**src/rtl/gpio_pad_ctrl.sv**
```systemverilog
// Purpose : GPIO / pad-attribute controller with shadowed per-pad config, atomic commit,
//           input synchronisers, per-pad edge flags and a level interrupt.
// Latency : writes take effect at the sampling edge; reads return one cycle after the strobe.
// Backpr. : none -- the bus accepts a read and/or write every cycle, there is no stall.
//
// Ports:
//   clk_i, rst_i           clock, asynchronous active-high reset
//   bus_addr_i/wdata_i     register address and write data (pad regs 0..NUM_PADS-1, CTRL at NUM_PADS)
//   bus_we_i/bus_re_i      single-cycle write / read strobes
//   bus_rdata_o/rvalid_o   registered read data and its one-cycle valid pulse
//   pad_in_i               asynchronous pad inputs
//   pad_out_o              pad output data
//   pad_{oe,ie,sl,cs,pu,pd}_o  active pad attributes
//   irq_o                  level interrupt: irq_en & any edge flag
module gpio_pad_ctrl #(
    parameter int NUM_PADS    = 43,
    parameter int SYNC_STAGES = 2,
    parameter int ADDR_W      = $clog2(NUM_PADS + 1)
) (
    input  logic                clk_i,
    input  logic                rst_i,
    input  logic [ADDR_W-1:0]   bus_addr_i,
    input  logic [7:0]          bus_wdata_i,
    input  logic                bus_we_i,
    input  logic                bus_re_i,
    output logic [7:0]          bus_rdata_o,
    output logic                bus_rvalid_o,
    input  logic [NUM_PADS-1:0] pad_in_i,
    output logic [NUM_PADS-1:0] pad_out_o,
    output logic [NUM_PADS-1:0] pad_oe_o,
    output logic [NUM_PADS-1:0] pad_ie_o,
    output logic [NUM_PADS-1:0] pad_sl_o,
    output logic [NUM_PADS-1:0] pad_cs_o,
    output logic [NUM_PADS-1:0] pad_pu_o,
    output logic [NUM_PADS-1:0] pad_pd_o,
    output logic                irq_o
);

    // Config byte layout: [0]OE [1]IE [2]SL [3]CS [4]PU [5]PD
    localparam logic [5:0]        CFG_RST   = 6'b00_0010;
    localparam logic [ADDR_W-1:0] CTRL_ADDR = ADDR_W'(NUM_PADS);

    logic [5:0]          cfg_sh_q  [NUM_PADS];
    logic [5:0]          cfg_sh_d  [NUM_PADS];
    logic [5:0]          cfg_act_q [NUM_PADS];
    logic [5:0]          cfg_act_d [NUM_PADS];
    logic [NUM_PADS-1:0] out_q, out_d;
    logic [NUM_PADS-1:0] flag_q, flag_d;
    logic [NUM_PADS-1:0] prev_q, prev_d;
    logic [NUM_PADS-1:0] sync_q [SYNC_STAGES];
    logic [NUM_PADS-1:0] sync_d [SYNC_STAGES];
    logic                irq_en_q, irq_en_d;
    logic [7:0]          rdata_q, rdata_d;
    logic                rvalid_q, rvalid_d;

    logic [NUM_PADS-1:0] pad_sel;
    logic [NUM_PADS-1:0] ie_act;
    logic [NUM_PADS-1:0] in_gated;
    logic [NUM_PADS-1:0] edge_set;
    logic                ctrl_sel;
    logic                commit;
    logic                pending;

    assign ctrl_sel = (bus_addr_i == CTRL_ADDR);
    assign commit   = bus_we_i & ctrl_sel & bus_wdata_i[0];

    for (genvar g = 0; g < NUM_PADS; g++) begin : g_pad
        assign pad_sel[g]  = (bus_addr_i == ADDR_W'(g));
        assign ie_act[g]   = cfg_act_q[g][1];
        assign pad_oe_o[g] = cfg_act_q[g][0];
        assign pad_ie_o[g] = cfg_act_q[g][1];
        assign pad_sl_o[g] = cfg_act_q[g][2];
        assign pad_cs_o[g] = cfg_act_q[g][3];
        assign pad_pu_o[g] = cfg_act_q[g][4];
        assign pad_pd_o[g] = cfg_act_q[g][5];
    end

    // A disabled input buffer reads as 0 and cannot raise an edge flag. The edge
    // compare uses the raw synced value so enabling IE on a steady-high pin does not
    // fabricate an edge.
    assign in_gated = sync_q[SYNC_STAGES-1] & ie_act;
    assign edge_set = ie_act & (sync_q[SYNC_STAGES-1] ^ prev_q);

    always_comb begin
        pending = 1'b0;
        for (int i = 0; i < NUM_PADS; i++) begin
            pending = pending | (cfg_sh_q[i] != cfg_act_q[i]);
        end
    end

    // Next-state for config, output data, flags and synchronisers
    always_comb begin
        cfg_sh_d  = cfg_sh_q;
        cfg_act_d = cfg_act_q;
        out_d     = out_q;
        flag_d    = flag_q;
        irq_en_d  = irq_en_q;
        prev_d    = sync_q[SYNC_STAGES-1];
        sync_d[0] = pad_in_i;
        for (int s = 1; s < SYNC_STAGES; s++) begin
            sync_d[s] = sync_q[s-1];
        end

        for (int i = 0; i < NUM_PADS; i++) begin
            if (bus_we_i && pad_sel[i]) begin
                cfg_sh_d[i] = bus_wdata_i[5:0];
                out_d[i]    = bus_wdata_i[6];
            end
            // W1C loses to a simultaneous new edge so no event is dropped
            flag_d[i] = (flag_q[i] & ~(bus_we_i & pad_sel[i] & bus_wdata_i[7])) | edge_set[i];
        end

        if (bus_we_i && ctrl_sel) begin
            irq_en_d = bus_wdata_i[1];
        end
        if (commit) begin
            cfg_act_d = cfg_sh_q;
        end
    end

    // Read mux samples pre-write state, so a same-cycle write to the read address is not seen
    always_comb begin
        rdata_d  = '0;
        rvalid_d = bus_re_i;
        if (bus_re_i) begin
            if (ctrl_sel) begin
                rdata_d = {5'b0, pending, irq_en_q, 1'b0};
            end
            for (int i = 0; i < NUM_PADS; i++) begin
                if (pad_sel[i]) begin
                    rdata_d = {flag_q[i], in_gated[i], cfg_sh_q[i]};
                end
            end
        end
    end

    always_ff @(posedge clk_i or posedge rst_i) begin
        if (rst_i) begin
            for (int i = 0; i < NUM_PADS; i++) begin
                cfg_sh_q[i]  <= CFG_RST;
                cfg_act_q[i] <= CFG_RST;
            end
            for (int s = 0; s < SYNC_STAGES; s++) begin
                sync_q[s] <= '0;
            end
            out_q    <= '0;
            flag_q   <= '0;
            prev_q   <= '0;
            irq_en_q <= 1'b0;
            rdata_q  <= '0;
            rvalid_q <= 1'b0;
        end else begin
            cfg_sh_q  <= cfg_sh_d;
            cfg_act_q <= cfg_act_d;
            sync_q    <= sync_d;
            out_q     <= out_d;
            flag_q    <= flag_d;
            prev_q    <= prev_d;
            irq_en_q  <= irq_en_d;
            rdata_q   <= rdata_d;
            rvalid_q  <= rvalid_d;
        end
    end

    assign pad_out_o    = out_q;
    assign bus_rdata_o  = rdata_q;
    assign bus_rvalid_o = rvalid_q;
    assign irq_o        = irq_en_q & (|flag_q);

endmodule

```
**config.mk**
```make
export PLATFORM = sky130hd
export DESIGN_NAME = gpio_pad_ctrl
export DESIGN_NICKNAME = d
export VERILOG_FILES = /design/src/rtl/gpio_pad_ctrl.sv
export SDC_FILE = /design/constraint.sdc
export NUM_CORES = 2
export LEC_CHECK = 0
export ABC_CLOCK_PERIOD_IN_PS = 64400
export CAP_MARGIN = 40
export CORE_ASPECT_RATIO = 1.1
export CORE_MARGIN = 2
export CORE_UTILIZATION = 45
export CTS_BUF_LIST = sky130_fd_sc_hd__clkbuf_4 sky130_fd_sc_hd__clkbuf_8 sky130_fd_sc_hd__clkbuf_16
export CTS_CLUSTER_SIZE = 16
export DETAILED_ROUTE_END_ITERATION = 8
export PLACE_DENSITY = 0.73
export SYNTH_ARGS = -nofsm -noshare
export SYNTH_HDL_FRONTEND = slang
export SYNTH_SLANG_ARGS = --single-unit
export TNS_END_PERCENT = 1
```
**constraint.sdc**
```tcl
create_clock -name clk_i -period 64.4 [get_ports clk_i]
set_clock_uncertainty 0.1 [all_clocks]
set_input_delay 12.88 -clock clk_i [delete_from_list [all_inputs] [get_ports clk_i]]
set_output_delay 12.88 -clock clk_i [all_outputs]
set_load 0.01 [all_outputs]
```
# Word-level counts from Yosys, hierarchy flattened
# Cells that the tools add are included.
dict set report totals {
  reg_bits 741
  in_bits 61
  out_inout_bits 311
  word_cells 576
}
dict set report classes {
  eq_ne 86
  muxes 45
  n_bitwise 263
  n_reduce_logical 46
}
# cell n
set ops {}
lappend ops {{$mux W8} 44}
lappend ops {{$ne A6 B6 Y1} 43}
lappend ops {{$and A1 B1 Y1} 132}
lappend ops {{$eq A6 B5 Y1 const B} 16}
lappend ops {{$and A43 B43 Y43} 2}
lappend ops {{$or A1 B1 Y1} 85}
lappend ops {{$eq A6 B6 Y1 const B} 12}
lappend ops {{$eq A6 B4 Y1 const B} 8}
lappend ops {{$logic_and A1 B1 Y1} 44}
lappend ops {{$not A1 Y1} 43}
lappend ops {{$reduce_or A43 Y1} 1}
lappend ops {{$xor A43 B43 Y43} 1}
lappend ops {{$eq A6 B3 Y1 const B} 4}
lappend ops {{$eq A6 B2 Y1 const B} 2}
lappend ops {{$eq A6 B1 Y1 const B} 1}
lappend ops {{$logic_not A6 Y1} 1}
lappend ops {{$mux W3} 1}

# Depth between registers and ports, before layout
dict set report logic_depth {
  word_depth 88
  mapped_depth 11
  mapped_depth_nobuf 7
}

# Worst setup path before layout
# No wires, ideal clock.
dict set report synth_path {
  kind {input to register}
  from {input port bus_addr_i[0]}
  to {register out_q[34], in the netlist pad_out_o[34]}
  setup_ps 125
  arrival_time_ps 14511
  path_slack_ps 49664
  cell_stages 7
  cell_sequence {buf_4 buf_2 and2b_1 buf_2 nand2_1 nor2_2 mux2_2}
}
dict set report synth_via {
  elab_chain_len 2
}
# item line
set synth_rtl {}
lappend synth_rtl {{from (decl)} 22} ;# input logic [ADDR_W-1:0] bus_addr_i,
lappend synth_rtl {{$eq A6 B6 Y1} 68} ;# assign pad_sel[g] = (bus_addr_i == ADDR_W'(g));
lappend synth_rtl {{$logic_and A1 B1 Y1} 105} ;# if (bus_we_i && pad_sel[i]) begin
lappend synth_rtl {{to (signal assigned)} 156} ;# out_q <= out_d;
lappend synth_rtl {{to (decl)} 47} ;# logic [NUM_PADS-1:0] out_q, out_d;
# No other way between the ends.
# A chain may end at the register's enable or synchronous reset.

# Final worst setup path
dict set report layout_path {
  from {input port bus_addr_i[0]}
  to {register cfg_act_q, in the netlist pad_sl_o[9]}
}
dict set report layout_via {
  elab_chain_len 3
}
# item line
set layout_rtl {}
lappend layout_rtl {{$eq A6 B6 Y1} 64} ;# assign ctrl_sel = (bus_addr_i == CTRL_ADDR);
lappend layout_rtl {{$and A1 B1 Y1 (2 in a row)} 65} ;# assign commit = bus_we_i & ctrl_sel & bus_wdata_i[0];
lappend layout_rtl {{to (signal assigned)} 154} ;# cfg_act_q <= cfg_act_d;
lappend layout_rtl {{to (decl)} 45} ;# logic [5:0] cfg_act_q [NUM_PADS];
# No other way between the ends.

==> key figures <==
Timing
  • Min Hold Slack: 245.2 ps
  • Final setup violation count: 0
  • Setup TNS: 0 ps
  • Max Clock Freq: 59.82 MHz
  • Slew headroom: 18.39%
  • Fin. Hold Viols: 0
  • Final worst path period share: 25.96%
  • Clock period minus final worst setup slack: 16,720 ps
  • Max-slew violations: 0
  • RSZ-0062 raised after global routing: false
  • Worst-Margin Slew: 1224 ps

Worst setup path
  • CP Class: input pin to flip-flop
  • Startpoint types: input pin
  • CP max stage delay: 770 ps
  • Crit end category: flip-flop
  • Cell at the slowest stage of the critical path: buf_12
  • Worst Path Required: 64,800 ps
  • Most common cell on crit path: buf_4
  • Worst path arrival time: 17,120 ps
  • Bufs and invs on worst path: 3
  • Crit Path Max Fanout: 179
  • Critical Path, Cell by Cell: buf_4 -> buf_4 -> nand2_1 -> nor3_4 -> buf_12 -> mux2_2
  • Family with the most delay on the worst path: buffers and inverters

Finish
  • Net count, final: 3,008
  • Fillers: 6,143
  • Layout Cells excl Fill: 3,977
  • Reg area: 18,650 sq um
  • Largest register FFs: 258
  • Ratio of cells with drive above 1 in the final layout: 30.56%
  • Area grow syn2layout: 22.75%
  • Area of the multi-input gates: 14,280 sq um
  • Top reg by flops: cfg_sh_q

Clock tree
  • PostCTS Resize Cnt: 0
  • Post-CTS Repair Setup Buffers: 0
  • Root buffer cell: clkbuf_16
  • CTS H-tree depth: 3
  • Clk sinks: 741
  • Clk slew on worst S/H paths: 60 ps
  • Clk_lat worst skew: 640 ps
  • CTS buffer count: 78
  • Clk buf depth: 3
  • Hold_buf cts: 0
  • CTS tree: done

Floorplan
  • Core area: 74,230 sq um
  • Starting Density: 45.28%
  • Num rows: 105
  • DIE AREA: 76,900 sq um
  • DIE WIDTH: 264.6 um
  • Die H: 290.6 um
  • I/O Pins: 372

Place
  • Number of port buffers: 371
  • RD Place Congestion: 1.034
  • Inst Count DP: 3,826
  • Post-DP HPWL: 96,900 um

Logic synthesis
  • Post-synth top cells: dfrtp_1, mux2_2, xor2_1
  • Largest cells by area after synthesis: dfrtp_1, mux2_2, dfstp_2
  • Syn nets: 2,636
  • Synth Area per Inst: 13.05 sq um
  • Post-synth top area share: 48.76%
  • Register area share after synthesis: 55.48%
  • Gate Count Post-Synth: 2,575
  • Top cell type by total area after synthesis: dfrtp_1
  • Synth Cell Area: 33,610 sq um
  • Ys flop type: dfrtp_1
  • Synth Register Bits: 741
  • FFs w/ async S/R, synth: 100.0%
  • EDFF count, synth: 0
  • Yosys warns: 0
  • Most frequent cell after synthesis: dfrtp_1
  • Post-synth cell types: 83

Global routing
  • First-pass GRT wire length: 188,900 um
  • Overall routing resource usage: 34.38%
  • Initial antenna violation count: 2
  • Number of global-route vias before repair: 25,084
  • Overflow after GRT: 0
  • Largest net degree at the start of global routing: 180

Drt
  • Met3 Routed Length: 11,860 um
  • Routed Antenna Nets: 0
  • DR WL met2: 60,710 um
  • DRC violations left: 0
  • Routed len/inst: 33.56 um
  • Top layer in use: met4
  • DRT iter0 DRCs: 3,058
  • DR vias: 24,972
  • Final WL: 133,500 um
  • First-pass detailed-route iteration total: 5
  • Via/cell ratio: 6.279
  • Met1 WL: 51,480 um

Worst hold path
  • Worst hold path type: flip-flop to flip-flop

Power and ir drop
  • PD cells: 29.60 nW/um^2
  • Max IR drop VDD: 0.01707 mV
  • Switching pwr: 0.3531 mW
  • Sequential share of power: 46.3%
  • Logic pwr share: 14.8%
  • Sw Ratio: 28.92%
  • Int Pwr: 0.8682 mW
  • Clock power share: 38.9%
  • LEAKAGE: 18.45 nW

Outcome
  • Run status: completed

Job
  • Max-cap violation count: 0
area by class of cell:
class	instances	area share [%]
flip-flops and latches	741	45.20
multi-input cells	1677	34.61
repair buffers	439	10.65
clock buffers	115	5.628
well taps	963	2.920
clock inverters	28	0.8551
inverters	10	0.1092
diodes	4	0.02426
worst register-to-register path, cell delays in order, from the launching register on:
cell,delay [ps]
dfstp_2,400
xnor2_1,700
nand4_1,620
nor4_1,960
nand3_1,180
nor3_1,310
o41ai_1,100
buf_2,200
kinds of logic after synthesis:
| logic type | share of synthesized area (%) |
|---|---|
| AO/OA/AOI/OAI | 6.935 |
| XOR/XNOR | 7.791 |
| buffers and inverters | 2.152 |
| flip-flops | 55.48 |
| multiplexers | 20.11 |
| AND/OR/NAND/NOR | 7.530 |
path summary, 6_finish.rpt:
check,from,end,slack [ps],cells past startpoint
worst min register to register,sync_d[26]$_DFF_PP0_,prev_d[26]$_DFF_PP0_,250,0
max in group asynchronous,rst_i,cfg_sh_q[250]$_DFFE_PP0P_,48440,6
worst min-delay path,sync_d[26]$_DFF_PP0_,prev_d[26]$_DFF_PP0_,250,0
min in group asynchronous,rst_i,pad_out_o[25]$_DFFE_PP0P_,12550,2
worst max register to register,pad_ie_o[13]$_DFFE_PP1P_,bus_rdata_o[2]$_DFF_PP0_,60730,7
worst max-delay path,bus_addr_i[0],pad_sl_o[9]$_DFFE_PP0P_,47680,6
stage by stage:
step | util (%) | setup slack [ps] | cell area (sq um) | power, mW
floorplan | - | 30770 | 33610 | 0.6429
global placement | 51.49 | 47310 | 38220 | 0.7384
detailed placement | 51.92 | 47200 | 38540 | 0.7462
CTS | 55.52 | 47830 | 41210 | 1.218
global route | 55.58 | 47660 | 41250 | 1.254
finish | 55.59 | 47680 | 41260 | 1.221
power by group through the flow:
stage          Combinational, mW  Clock [mW]  Sequential, mW
2_1_floorplan             0.0908           0           0.552
3_3_place_gp               0.169           0           0.569
3_5_place_dp               0.175           0           0.571
4_1_cts                    0.176       0.479           0.563
5_1_grt                    0.187       0.499           0.569
6_report                   0.181       0.475           0.565
routing by layer:
layer	track usage, %	up-vias
met5	0	-
li1	-	10178
met4	20.94	0
met1	44.22	13071
met2	53.34	1416
met3	7.372	307
placed cells by master, fill, tap and decap left out, types with 8 or more instances in the layout:
master           netlist  final
a31oi_1               24     24
clkbuf_8               0     12
clkinv_2               0     13
nand2_1              105    105
a211oi_1               9      9
clkbuf_4               0     24
o221ai_1              13     13
o21ai_1               12     12
a221oi_1               8      8
nand3_1               60     60
o21ai_0               58     58
a32oi_1               10     10
nor4_1                59     58
nand4_1               63     63
dfrtp_1              655    655
inv_1                 10      9
nor2_1                54     53
a21oi_1               53     53
o22ai_1               14     14
a22o_1                51     51
xnor2_1              113    113
nor3_1                24     24
xor2_1               186    186
and3_1                10     10
a22oi_1               16     16
mux2i_1               16     16
a32o_1                 9      9
mux2_2               572    572
buf_4                  7     49
clkdlybuf4s50_1        0    367
dfstp_2               86     86
clkbuf_16              0     79
nor2_2                17     18
(Power assumes the default switching activity.)
